$ cat src/rtl/spi_cmd_decoder.sv
// Byte-level SPI command decoder: parses write/read frames against a 2^ADDR_W x 8 register bank.
// Build option: define SPI_CMD_TIMEOUT_EN to abort a frame that stalls for TIMEOUT cycles.
module spi_cmd_decoder #(
    parameter int ADDR_W  = 2,
    parameter int TIMEOUT = 255
) (
    input  logic                      clock_in,
    input  logic                      rs_n,
    input  logic                      cs,
    input  logic [7:0]                rx_data,
    input  logic                      rx_valid,
    output logic [7:0]                tx_data,
    output logic                      tx_load,
    output logic [8*(2**ADDR_W)-1:0]  reg_out,
    output logic                      led,
    output logic                      err,
    output logic [2:0]                dbg_state
);

    localparam int N = 2 ** ADDR_W;
    // Command bits [6:ADDR_W] are reserved and must be zero.
    localparam logic [7:0] RSV_MASK = 8'h7F & ~8'((1 << ADDR_W) - 1);

    typedef enum logic [2:0] {
        S_IDLE = 3'd0,
        S_CMD  = 3'd1,
        S_WR   = 3'd2,
        S_RD   = 3'd3,
        S_ERR  = 3'd4
    } state_t;

    if (TIMEOUT < 1 || TIMEOUT > 65535) begin : g_bad_timeout
        $error("spi_cmd_decoder: TIMEOUT must be in 1..65535");
    end

    state_t              state_q, state_d;
    logic [ADDR_W-1:0]   addr_q, addr_d;
    logic [7:0]          regs_q [N];
    logic [7:0]          regs_d [N];
    logic [7:0]          tx_data_q, tx_data_d;
    logic                tx_load_q, tx_load_d;
    logic                err_q, err_d;
    logic [ADDR_W-1:0]   cmd_addr;
    logic                cmd_bad;

`ifdef SPI_CMD_TIMEOUT_EN
    localparam logic [15:0] TIMEOUT_LAST = 16'(TIMEOUT - 1);
    logic [15:0]         cnt_q, cnt_d;
`endif

    assign cmd_addr = rx_data[ADDR_W-1:0];
    assign cmd_bad  = (rx_data & RSV_MASK) != 8'h00;

    always_comb begin
        state_d   = state_q;
        addr_d    = addr_q;
        regs_d    = regs_q;
        tx_data_d = tx_data_q;
        tx_load_d = 1'b0;
        err_d     = err_q;
`ifdef SPI_CMD_TIMEOUT_EN
        cnt_d     = cnt_q;
`endif

        // Chip select deasserted dominates everything, including a coincident byte.
        if (cs) begin
            state_d = S_IDLE;
            addr_d  = '0;
`ifdef SPI_CMD_TIMEOUT_EN
            cnt_d   = '0;
`endif
        end else begin
            case (state_q)
                S_IDLE: begin
                    state_d = S_CMD;
                    err_d   = 1'b0;
                    addr_d  = '0;
`ifdef SPI_CMD_TIMEOUT_EN
                    cnt_d   = '0;
`endif
                end
                S_CMD: begin
                    if (rx_valid) begin
                        if (cmd_bad) begin
                            state_d = S_ERR;
                            err_d   = 1'b1;
                        end else if (rx_data[7]) begin
                            addr_d  = cmd_addr;
                            state_d = S_WR;
                        end else begin
                            tx_data_d = regs_q[cmd_addr];
                            tx_load_d = 1'b1;
                            addr_d    = cmd_addr + ADDR_W'(1);
                            state_d   = S_RD;
                        end
                    end
                end
                S_WR: begin
                    if (rx_valid) begin
                        regs_d[addr_q] = rx_data;
                        addr_d         = addr_q + ADDR_W'(1);
                    end
                end
                S_RD: begin
                    if (rx_valid) begin
                        tx_data_d = regs_q[addr_q];
                        tx_load_d = 1'b1;
                        addr_d    = addr_q + ADDR_W'(1);
                    end
                end
                S_ERR: begin
                    state_d = S_ERR;
                end
                default: begin
                    state_d = S_IDLE;
                end
            endcase

`ifdef SPI_CMD_TIMEOUT_EN
            // Idle-cycle watchdog, only while a frame is actively being parsed.
            if (state_q == S_CMD || state_q == S_WR || state_q == S_RD) begin
                if (rx_valid) begin
                    cnt_d = '0;
                end else if (cnt_q == TIMEOUT_LAST) begin
                    cnt_d   = '0;
                    state_d = S_ERR;
                    err_d   = 1'b1;
                end else begin
                    cnt_d = cnt_q + 16'd1;
                end
            end
`endif
        end
    end

    always_ff @(posedge clock_in or negedge rs_n) begin
        if (!rs_n) begin
            state_q   <= S_IDLE;
            addr_q    <= '0;
            tx_data_q <= 8'h00;
            tx_load_q <= 1'b0;
            err_q     <= 1'b0;
            for (int i = 0; i < N; i++) begin
                regs_q[i] <= 8'h00;
            end
`ifdef SPI_CMD_TIMEOUT_EN
            cnt_q     <= '0;
`endif
        end else begin
            state_q   <= state_d;
            addr_q    <= addr_d;
            tx_data_q <= tx_data_d;
            tx_load_q <= tx_load_d;
            err_q     <= err_d;
            for (int i = 0; i < N; i++) begin
                regs_q[i] <= regs_d[i];
            end
`ifdef SPI_CMD_TIMEOUT_EN
            cnt_q     <= cnt_d;
`endif
        end
    end

    for (genvar k = 0; k < N; k++) begin : g_reg_out
        assign reg_out[8*k +: 8] = regs_q[k];
    end

    assign tx_data   = tx_data_q;
    assign tx_load   = tx_load_q;
    assign led       = regs_q[0][0];
    assign err       = err_q;
    assign dbg_state = state_q;

endmodule

$ cat config.mk
export PLATFORM = sky130hd
export DESIGN_NAME = spi_cmd_decoder
export DESIGN_NICKNAME = d
export VERILOG_FILES = /design/src/rtl/spi_cmd_decoder.sv
export SDC_FILE = /design/constraint.sdc
export NUM_CORES = 1
export LEC_CHECK = 0
export CORE_UTILIZATION = 45
export CTS_CLUSTER_DIAMETER = 150
export CTS_CLUSTER_SIZE = 8
export DETAILED_ROUTE_END_ITERATION = 12
export HOLD_SLACK_MARGIN = 0.05
export PLACE_DENSITY = 0.8
export SLEW_MARGIN = 5
export SYNTH_ARGS = -nofsm -noshare
export SYNTH_HDL_FRONTEND = slang
export SYNTH_SLANG_ARGS = --single-unit
$ cat constraint.sdc
create_clock -name clock_in -period 2.1 [get_ports clock_in]
set_input_delay 0.42 -clock clock_in [delete_from_list [all_inputs] [get_ports clock_in]]
set_output_delay 0.42 -clock clock_in [all_outputs]
set_load 0.02 [all_outputs]
==> run summary <==
DR DRC count: 0
Routed len/inst: 16.8 um
Final net count: 266
Worst-Margin Slew: 0.568 ns
Comb pwr share: 0.118
Initial antenna violation count: 0
Final setup violation count: 0
Sequential-to-total area share from yosys stat: 0.482
Family with the most delay on the worst path: buffers and inverters
Hold slack: 0.110 ns
HP Class: primary input to async pin
Worst relative slew slack: 0.622
CTS tree: done
GRT Util Overall: 0.211
Worst R2R End: tx_data[1]
Worst setup startpoint: dbg_state[2]
Die Ht: 75.6 um
R2R cell count: 4
GRT Residual Overflow: 0
Async S/R FF share, synth: 1.00
Share of layout cells above drive strength 1: 0.414
P_sw: 0.408 mW
CP endpoint kind: primary output
Starting DRC count in detailed routing: 59
F_max: 507 MHz
Status: complete, no violations
Startpoint types: flip-flop
Synthesized cell area: 2440 sq um
HPWL after DPL: 4.01 mm
Setup WS post-layout: 0.128 ns
First-pass GRT wire length: 8.41 mm
Crit path buf inv count: 1
#FFs+latches synth: 47
Clock power share: 0.339
Pin count of the biggest net entering global routing: 26
Cell area power density: 508 nW/um^2
Syn Nets: 184
WL final: 5.39 mm
Critical Path Stages: 1
Flop-to-flop setup slack: 0.33 ns
Synth Warn #: 0
Final Skew: 0.00450 ns
Initial Util: 0.471
Switching share of power: 0.236
Number of synthesized flops with an enable pin: 0
Critical path fanouts, max: 10
Top-level I/O count: 58
CTS Buf Count: 5
Peak supply drop: 0.000331 V
Most frequent cells in the layout: clkdlybuf4s50_1, mux2_2, dfrtp_1, buf_4, mux4_2
Max-Cap Viols: 0
Core Area: 5170 sq um
Synth Area in XOR/XNOR: 0.00359
Top FF cell, synth: dfrtp_1
Final period utilization: 0.939
Hold Vio Cnt, Final: 0
Final Power: 1.73 mW
I/O Buffers: 57
Final setup TNS: 0 ns
Int Pwr: 1.32 mW
CP cell instances: clkdlybuf4s50_1
Sequential share of power: 0.544
Post-Syn Instances: 168
Crit-path max cell delay: 0.68 ns
Chip width: 75.6 um
Syn Area/Cell: 14.5 sq um
Slowest library cell on the worst path: clkdlybuf4s50_1
Final slew viol count: 0
Reg clk slew, reported paths: 0.08 ns
Simple-Gate Fraction of Synth Area: 0.0657
Mux cell area share after synthesis: 0.382
Drt first pass iters: 4
RSZ-0062 raised after global routing: no
Most common cell after layout, fill and taps aside: clkdlybuf4s50_1
Worst reg2reg startpoint: addr_q[0]
H-tree depth: 2
Largest family of logic cells by synthesized area: multiplexers
Vias: 1707
DP Worst Slack: -0.418 ns
Longest Clk Path Bufs: 2
Arrival time worst endpoint: 1.55 ns
Row Count: 26
Clock Tree Root: clkbuf_8
Diode count: 0
Vias per inst: 5.32
Minimum clock period: 1.97 ns
Total die area: 5720 sq um
Area grow syn2layout: 39.6%
CP Class: flip-flop to primary output
ANT nets after route: 0
CTS sink cnt: 47
Leak: 1.56 nW
Post-Synth Adder-Cell Area: 0.0205
CP Capture Point: dbg_state[2]
Compound-Gate Fraction of Synth Area: 0.0226
Synth cell types: 28
Vias in the first global route: 1635
WP data required: 1.68 ns
GP Congestion: 0.892
Clock Latency Late Sink: 0.30 ns
[flip-flops by register name (all words and copies together) (netlist names)]
name and cells:
tx_data 8, tx_load 1, reg_out 31, err 1, dbg_state 3, addr_q 2, led 1
[layout make-up]
| class | count | area [sq um] |
|---|---|---|
| well taps | 70 | 87.6 |
| multi-input cells | 107 | 1210 |
| inverters | 4 | 15.0 |
| clock buffers | 8 | 100 |
| repair buffers | 85 | 817 |
| flip-flops and latches | 47 | 1180 |
| fillers | 396 | 1770 |
[power by group through the flow]
stage | sequential (mW) | clock [mW] | combinational (mW)
3_3_place_gp | 0.957 | 0 | 0.201
3_5_place_dp | 0.957 | 0 | 0.204
2_1_floorplan | 0.959 | 0 | 0.0883
4_1_cts | 0.940 | 0.605 | 0.206
6_report | 0.940 | 0.585 | 0.203
5_1_grt | 0.942 | 0.635 | 0.219
[synthesized netlist by cell type, drive strengths merged, types with 2 or more instances]
cell type  number  share of area
a21oi           5          0.012
a31oi           2         0.0051
buf             5         0.0097
clkbuf          5         0.0077
dfrtp          47           0.48
ha              4          0.021
inv             4         0.0062
mux2           48           0.22
mux2i           3          0.012
mux4           16           0.15
nand2           8          0.012
nor2            6         0.0092
nor2b           2         0.0051
nor3            4          0.013
or3             2         0.0072
[metrics by stage]
step	util	cell area (sq um)	instances
after global placement	0.634	3280	311
after detailed placement	0.634	3280	311
after CTS	0.654	3380	319
after floorplan	-	2440	168
after global routing	0.658	3400	321
final	0.658	3400	321
[kinds of logic (layout without fill, tap and decap cells)]
group / after synthesis / in the layout
flops: 47 / 47
fa+ha+maj: 4 / 4
buf+inv: 14 / 97
simple gates: 26 / 26
compound gates: 9 / 9
xor+xnor: 1 / 1
mux: 67 / 67
[what timing repair did]
action,4_1_cts,5_1_grt
endpoints found under the hold margin,0,0
hold buffers,0,0
gates resized for setup,2,2
buffers inserted,0,2
setup endpoints to repair,10,8
pin swaps,0,4
[worst min path at each step]
stage               cells past startpoint    endpoint  start  slack, ns
floorplan                               0   addr_q[0]   rs_n       0.12
global route                            1  tx_data[0]   rs_n       0.13
finish                                  1         led   rs_n       0.11
global placement                        1  tx_data[6]   rs_n       0.44
detailed placement                      1         led   rs_n       0.44
CTS                                     1  tx_data[0]   rs_n       0.12
[routing by layer]
metal	track usage	vias to the layer above	routed length, um
met5	0	-	0
met2	0.352	55	2720
met1	0.277	851	2340
met4	0.0741	0	81
li1	-	795	-
met3	0.0397	6	258
No activity file was read; power rests on OpenSTA's default activity.
==> edit 1 (same flow settings) <==
Take the reset off `tx_data_q` and load it in a clocked block of its own.
--- a/src/rtl/spi_cmd_decoder.sv
+++ b/src/rtl/spi_cmd_decoder.sv
@@ -137,7 +137,6 @@
         if (!rs_n) begin
             state_q   <= S_IDLE;
             addr_q    <= '0;
-            tx_data_q <= 8'h00;
             tx_load_q <= 1'b0;
             err_q     <= 1'b0;
             for (int i = 0; i < N; i++) begin
@@ -149,7 +148,6 @@
         end else begin
             state_q   <= state_d;
             addr_q    <= addr_d;
-            tx_data_q <= tx_data_d;
             tx_load_q <= tx_load_d;
             err_q     <= err_d;
             for (int i = 0; i < N; i++) begin
@@ -159,6 +157,10 @@
             cnt_q     <= cnt_d;
 `endif
         end
+    end
+
+    always_ff @(posedge clock_in) begin
+        tx_data_q <= tx_data_d;
     end
 
     for (genvar k = 0; k < N; k++) begin : g_reg_out
Behaviour: not the same (a bounded check fails within 10 cycles, from zero or initial values; the reset may be asserted at any time).
==> edit 1 against the original RTL <==
  * Register-to-register slack better by 0.05 ns
  * Utilization decreased by 2.3 points
  * Worst setup slack got worse by 0.014 ns
  * Sequential power rose by 2%
  * Sequential cell count did not move
  * Design area fell by 3.5%
  * Area after synthesis about the same
  * Die area about the same
  * Wire length decreased by 0.87%
  * Power shrank 1.6%
  * Clock power fell by 9.7%
  * Critical path type is now in -> reg
  * Largest cell class is now flip-flops and latches
==> edit 1: results (changes against the original RTL) <==
Reg-to-reg critical path startpoint - dbg_state[0]$_DFFE_PN0P_
Area contributors post-synth - dfrtp_1 (40%), mux2_2 (18%), mux4_2 (15%)
Met3 Usage GRT - 4.23% (+0.26 points)
Max IR drop VDD - 0.413 mV (+25%)
Syn Nets - 173 (-6.0%)
GP Congestion - 0.841 (-5.7%)
Fillers - 381 (-3.8%)
Seq/Total Area, Yosys - 49.9% (+1.7 points)
Top FF cell, synth - dfrtp_1
HP Class - in -> async
Total CTS buffers - 5 (unchanged)
Vias in the first global route - 1598 (-2.3%)
P_leak - 1.45 nW (-7.3%)
# nets final - 246 (-7.5%)
First-pass GRT wire length - 8.24 mm (-2.1%)
Clock skew after layout - 0.00636 ns (+0.00186 ns)
Distinct cells, synth - 36 (+29%)
Synth async-reset ratio - 83.0% (-17 points)
Initial DRC Count - 117 (+98%)
Total Routing Usage GR - 20.4% (-0.61 points)
Pre-CTS setup slack - -0.417 ns (+0.00112 ns)
Worst slew pin tran - 0.499 ns (-0.0684 ns)
Pin count of the biggest net entering global routing - 40 (+54%)
Share of cells above drive strength 1 - 38.5% (-2.9 points)
Reg2reg path depth - 4 (unchanged)
Detailed-route via count - 1651 (-3.3%)
CP Max Fanout - 8 (-2)
Met2 Usage GRT - 32.8% (-2.4 points)
Post-DP HPWL - 3.82 mm (-4.7%)
Status - complete, no violations
Initial antenna violation count - 0 (unchanged)
R2R Setup Slk - 0.38 ns (+0.05 ns)
WP data arrival - 1.98 ns (+0.43 ns)
-- edit 1: cell count changes after synthesis, sizes merged, moves of 2 or more --
| cell | delta |
|---|---|
| a21oi | -4 |
| mux2 | -6 |
| dfrtp | -8 |
| edfxtp | +8 |
| mux2i | -3 |
| nor3 | -2 |
| a2bb2oi | +2 |
| nand3 | +2 |
| clkbuf | -3 |
| and4bb | +2 |
| nand2 | -3 |
-- edit 1: worst max-delay path, stage by stage --
cell             delay [ns]
clkdlybuf4s50_1        0.42
or4_4                  0.50
nor3_2                 0.13
nor2_1                 0.08
and4bb_4               0.43
-- edit 1: layout make-up --
type / count / share of cell area, %
Sequential cell: 47 / 37.0
Multi-Input combinational cell: 99 / 35.1
Timing Repair Buffer: 74 / 22.3
Tap cell: 70 / 2.67
Clock buffer: 6 / 2.21
Clock inverter: 2 / 0.381
Inverter: 3 / 0.343
-- edit 1: timing repair --
action,CTS,global route
setup endpoints to repair,8,8
buffers inserted,0,0
hold buffers,0,0
gates resized for setup,2,2
pin swaps,1,1
gates cloned,0,0
-- edit 1: per-layer routing --
layer	wire, µm	part of all wire [%]	up-vias
li1	-	-	758
met1	2380	44	839
met2	2670	50	48
met3	210	3.9	6
met4	89	1.7	0
met5	0	0	-
-- edit 1: cells by family (layout without fill, tap and decap cells) --
group                      after synthesis  count (layout)  share of synthesized area, %
buffers and inverters                   11              85                          3.13
AOI/OAI and AO/OA                        9               9                          2.98
DFF                                     47              47                          49.9
and+or+nand+nor                         26              26                          7.03
xor gates and xnor gates                 2               2                         0.719
adders and majority gates                4               4                          2.05
muxes                                   58              58                          34.2
-- edit 1: stage by stage --
step | cell area (µm²) | hold WS, ns | instances
CTS | 3280 | 0.192 | 301
global route | 3290 | 0.216 | 301
floorplan | 2440 | 0.124 | 157
finish | 3290 | 0.174 | 301
global placement | 3190 | 0.505 | 293
detailed placement | 3190 | 0.510 | 293
-- edit 1: power by group --
part	switching, mW	internal, mW
combinational	0.102	0.113
clock	0.294	0.233
sequential	0.0190	0.937
total	0.415	1.28
-- edit 1: how the worst max path moves through the flow --
stage / start / to / slack [ns] / depth (start not counted)
after floorplan: rx_data[2] / tx_data[0]$_DFFE_PP_ / 0.23 / 4
after global placement: rx_data[2] / tx_data[1]$_DFFE_PP_ / -0.37 / 5
after detailed placement: rx_data[2] / tx_data[1]$_DFFE_PP_ / -0.42 / 5
after CTS: rx_data[5] / tx_data[0]$_DFFE_PP_ / 0.03 / 5
after global routing: rx_data[4] / tx_data[0]$_DFFE_PP_ / 0.1 / 5
final: rx_data[4] / tx_data[0]$_DFFE_PP_ / 0.11 / 5
==> edit 2 (same flow settings) <==
Without the edit above. The parameter `ADDR_W` goes from 2 to 1. Comments in the files are not updated.
--- a/src/rtl/spi_cmd_decoder.sv
+++ b/src/rtl/spi_cmd_decoder.sv
@@ -1,7 +1,7 @@
 // Byte-level SPI command decoder: parses write/read frames against a 2^ADDR_W x 8 register bank.
 // Build option: define SPI_CMD_TIMEOUT_EN to abort a frame that stalls for TIMEOUT cycles.
 module spi_cmd_decoder #(
-    parameter int ADDR_W  = 2,
+    parameter int ADDR_W  = 1,
     parameter int TIMEOUT = 255
 ) (
     input  logic                      clock_in,
Ports: changed (resized reg_out); port bits go from 58 to 42. The function was not compared with the original's and may differ.
==> edit 2 against the original RTL <==
  * The run now ends with design-rule violations left
  * Critical path depth is the same
  * Highest routed layer unchanged
  * Design area is 41% lower
  * Register-to-register slack got worse by 0.02 ns
  * Worst setup slack improved by 0.075 ns
  * Sequential cell count shrank 17
  * Count of clock-buffer cells in the layout down 3
  * Power decreased by 36%
  * Wire length shrank 42%
  * Non-clock buffer count down 25
  * Area after synthesis shrank 44%
  * Sequential power shrank 35%
==> edit 2: results (changes against the original RTL) <==
Adder-Cell Fraction of Synth Area - 0% (-2.1 points)
Root buf cell - clkbuf_4
Port bufs - 41 (-28%)
DR DRC count - 5 (+5)
Fillers - 218 (-45%)
Seq/Total Area, Yosys - 55.0% (+6.8 points)
Fin area - 1990 µm² (-41%)
Clock skew after layout - 0.0102 ns (+0.00573 ns)
# nets final - 170 (-36%)
First-pass DRT Iterations - 8 (+4)
Initial DRC Count - 21 (-64%)
Synth Area in Compound Gates - 5.77% (+3.5 points)
Pre-CTS setup slack - -0.343 ns (+0.0758 ns)
Vias in the first global route - 1123 (-31%)
Reg2reg path depth - 5 (+1)
H-tree Lvls - 2 (unchanged)
Most frequent cells after synthesis - mux2_2 (31), dfrtp_1 (30), nor3_1 (4)
CP max stage delay - 0.66 ns (-0.02 ns)
Post-Synthesis Cells - 95 (-43%)
Drt wl/cell - 16.5 µm (-1.9%)
GP Congestion - 0.967 (+8.4%)
Post-route minimum period - 1.90 ns (-0.0754 ns)
Reg2reg end - tx_data[4]$_DFFE_PN0P_
Cells after DPL - 182 (-41%)
Syn Nets - 107 (-42%)
CP endpoint - dbg_state[0]
Failing checks - design-rule violations
Distinct cells, synth - 27 (-3.6%)
Overall routed net length - 3.12 mm (-42%)
Post-DP HPWL - 2.32 mm (-42%)
Worst slew pin tran - 0.380 ns (-0.188 ns)
Clk Latency, worst-skew pair - 0.34 ns (+0.04 ns)
Start point of the critical path - dbg_state[0]$_DFFE_PN0P_
Area contributors post-synth - dfrtp_1 (55%), mux2_2 (26%), nor4_4 (1.6%)
HP Class - in -> reg
Max IR drop VDD - 0.496 mV (+50%)
Post-synthesis mux area share - 27.4% (-11 points)
Status - complete, but fails checks
Share of cells above drive strength 1 - 40.5% (-0.93 points)
Max FFs per register - 15 (-52%)
First-pass GRT wire length - 5.31 mm (-37%)
Detailed-route via count - 1026 (-40%)
Reg-to-reg critical path startpoint - dbg_state[2]$_DFFE_PN0P_
P_leak - 0.947 nW (-39%)
Pint - 0.812 mW (-38%)
Total Routing Usage GR - 22.4% (+1.3 points)
Cts repair resizes - 0 (-2)
Area after DPL - 1930 µm² (-41%)
Pin count of the biggest net entering global routing - 31 (+19%)
Worst-path clk slew - 0.10 ns (+0.02 ns)
CP Max Fanout - 9 (-1)
edit 2: changes by cell type in the layout (fill, tap and decap cells not counted), sizes merged, moves of 3 or more:
cell | before | now
dfrtp | 47 | 30
mux4 | 16 | 0
clkdlybuf4s50 | 53 | 37
buf | 29 | 19
mux2 | 48 | 32
ha | 4 | 0
a21oi | 5 | 1
nor2 | 6 | 3
nand2 | 8 | 2
clkbuf | 8 | 5
inv | 4 | 1
edit 2: kinds of logic after synthesis:
group | Yosys count
AOI/OAI and AO/OA | 9
xor gates and xnor gates | 1
buffers and inverters | 5
DFF | 30
muxes | 33
and+or+nand+nor | 17
edit 2: area by class of cell:
class | instances | share of cell area (%)
clock buffers | 5 | 1.88
clock inverters | 2 | 0.502
inverters | 1 | 0.188
multi-input cells | 60 | 29.2
flip-flops and latches | 30 | 37.7
well taps | 31 | 1.95
repair buffers | 60 | 28.6
edit 2: metal layers:
layer	vias to the layer above	wire length, µm	global-route usage, %	share of wire [%]
met3	9	140	7.94	4.5
met5	-	0	0	0
met2	28	1620	36.6	52
met4	0	79	10.1	2.5
li1	481	-	-	-
met1	508	1270	26.6	41
edit 2: worst min path at each step:
stage                      startpoint                 endpoint  slack (ns)  cells past startpoint
2_1_floorplan                    rs_n       addr_q$_DFFE_PN0P_        0.12                      0
3_3_place_gp   tx_data[7]$_DFFE_PN0P_   tx_data[7]$_DFFE_PN0P_        0.49                      1
3_5_place_dp   tx_data[0]$_DFFE_PN0P_   tx_data[0]$_DFFE_PN0P_        0.50                      1
4_1_cts                          rs_n   tx_data[5]$_DFFE_PN0P_        0.46                      2
5_1_grt                    rx_data[2]  reg_out[10]$_DFFE_PN0P_        0.39                      2
6_report                   rx_data[2]  reg_out[10]$_DFFE_PN0P_        0.39                      2
edit 2: power groups by stage:
stage          clock (mW)  sequential, mW  combinational, mW
5_1_grt             0.347           0.618              0.189
3_5_place_dp            0           0.626              0.178
6_report            0.310           0.614              0.176
4_1_cts             0.326           0.614              0.179
2_1_floorplan           0           0.647             0.0451
3_3_place_gp            0           0.625              0.175
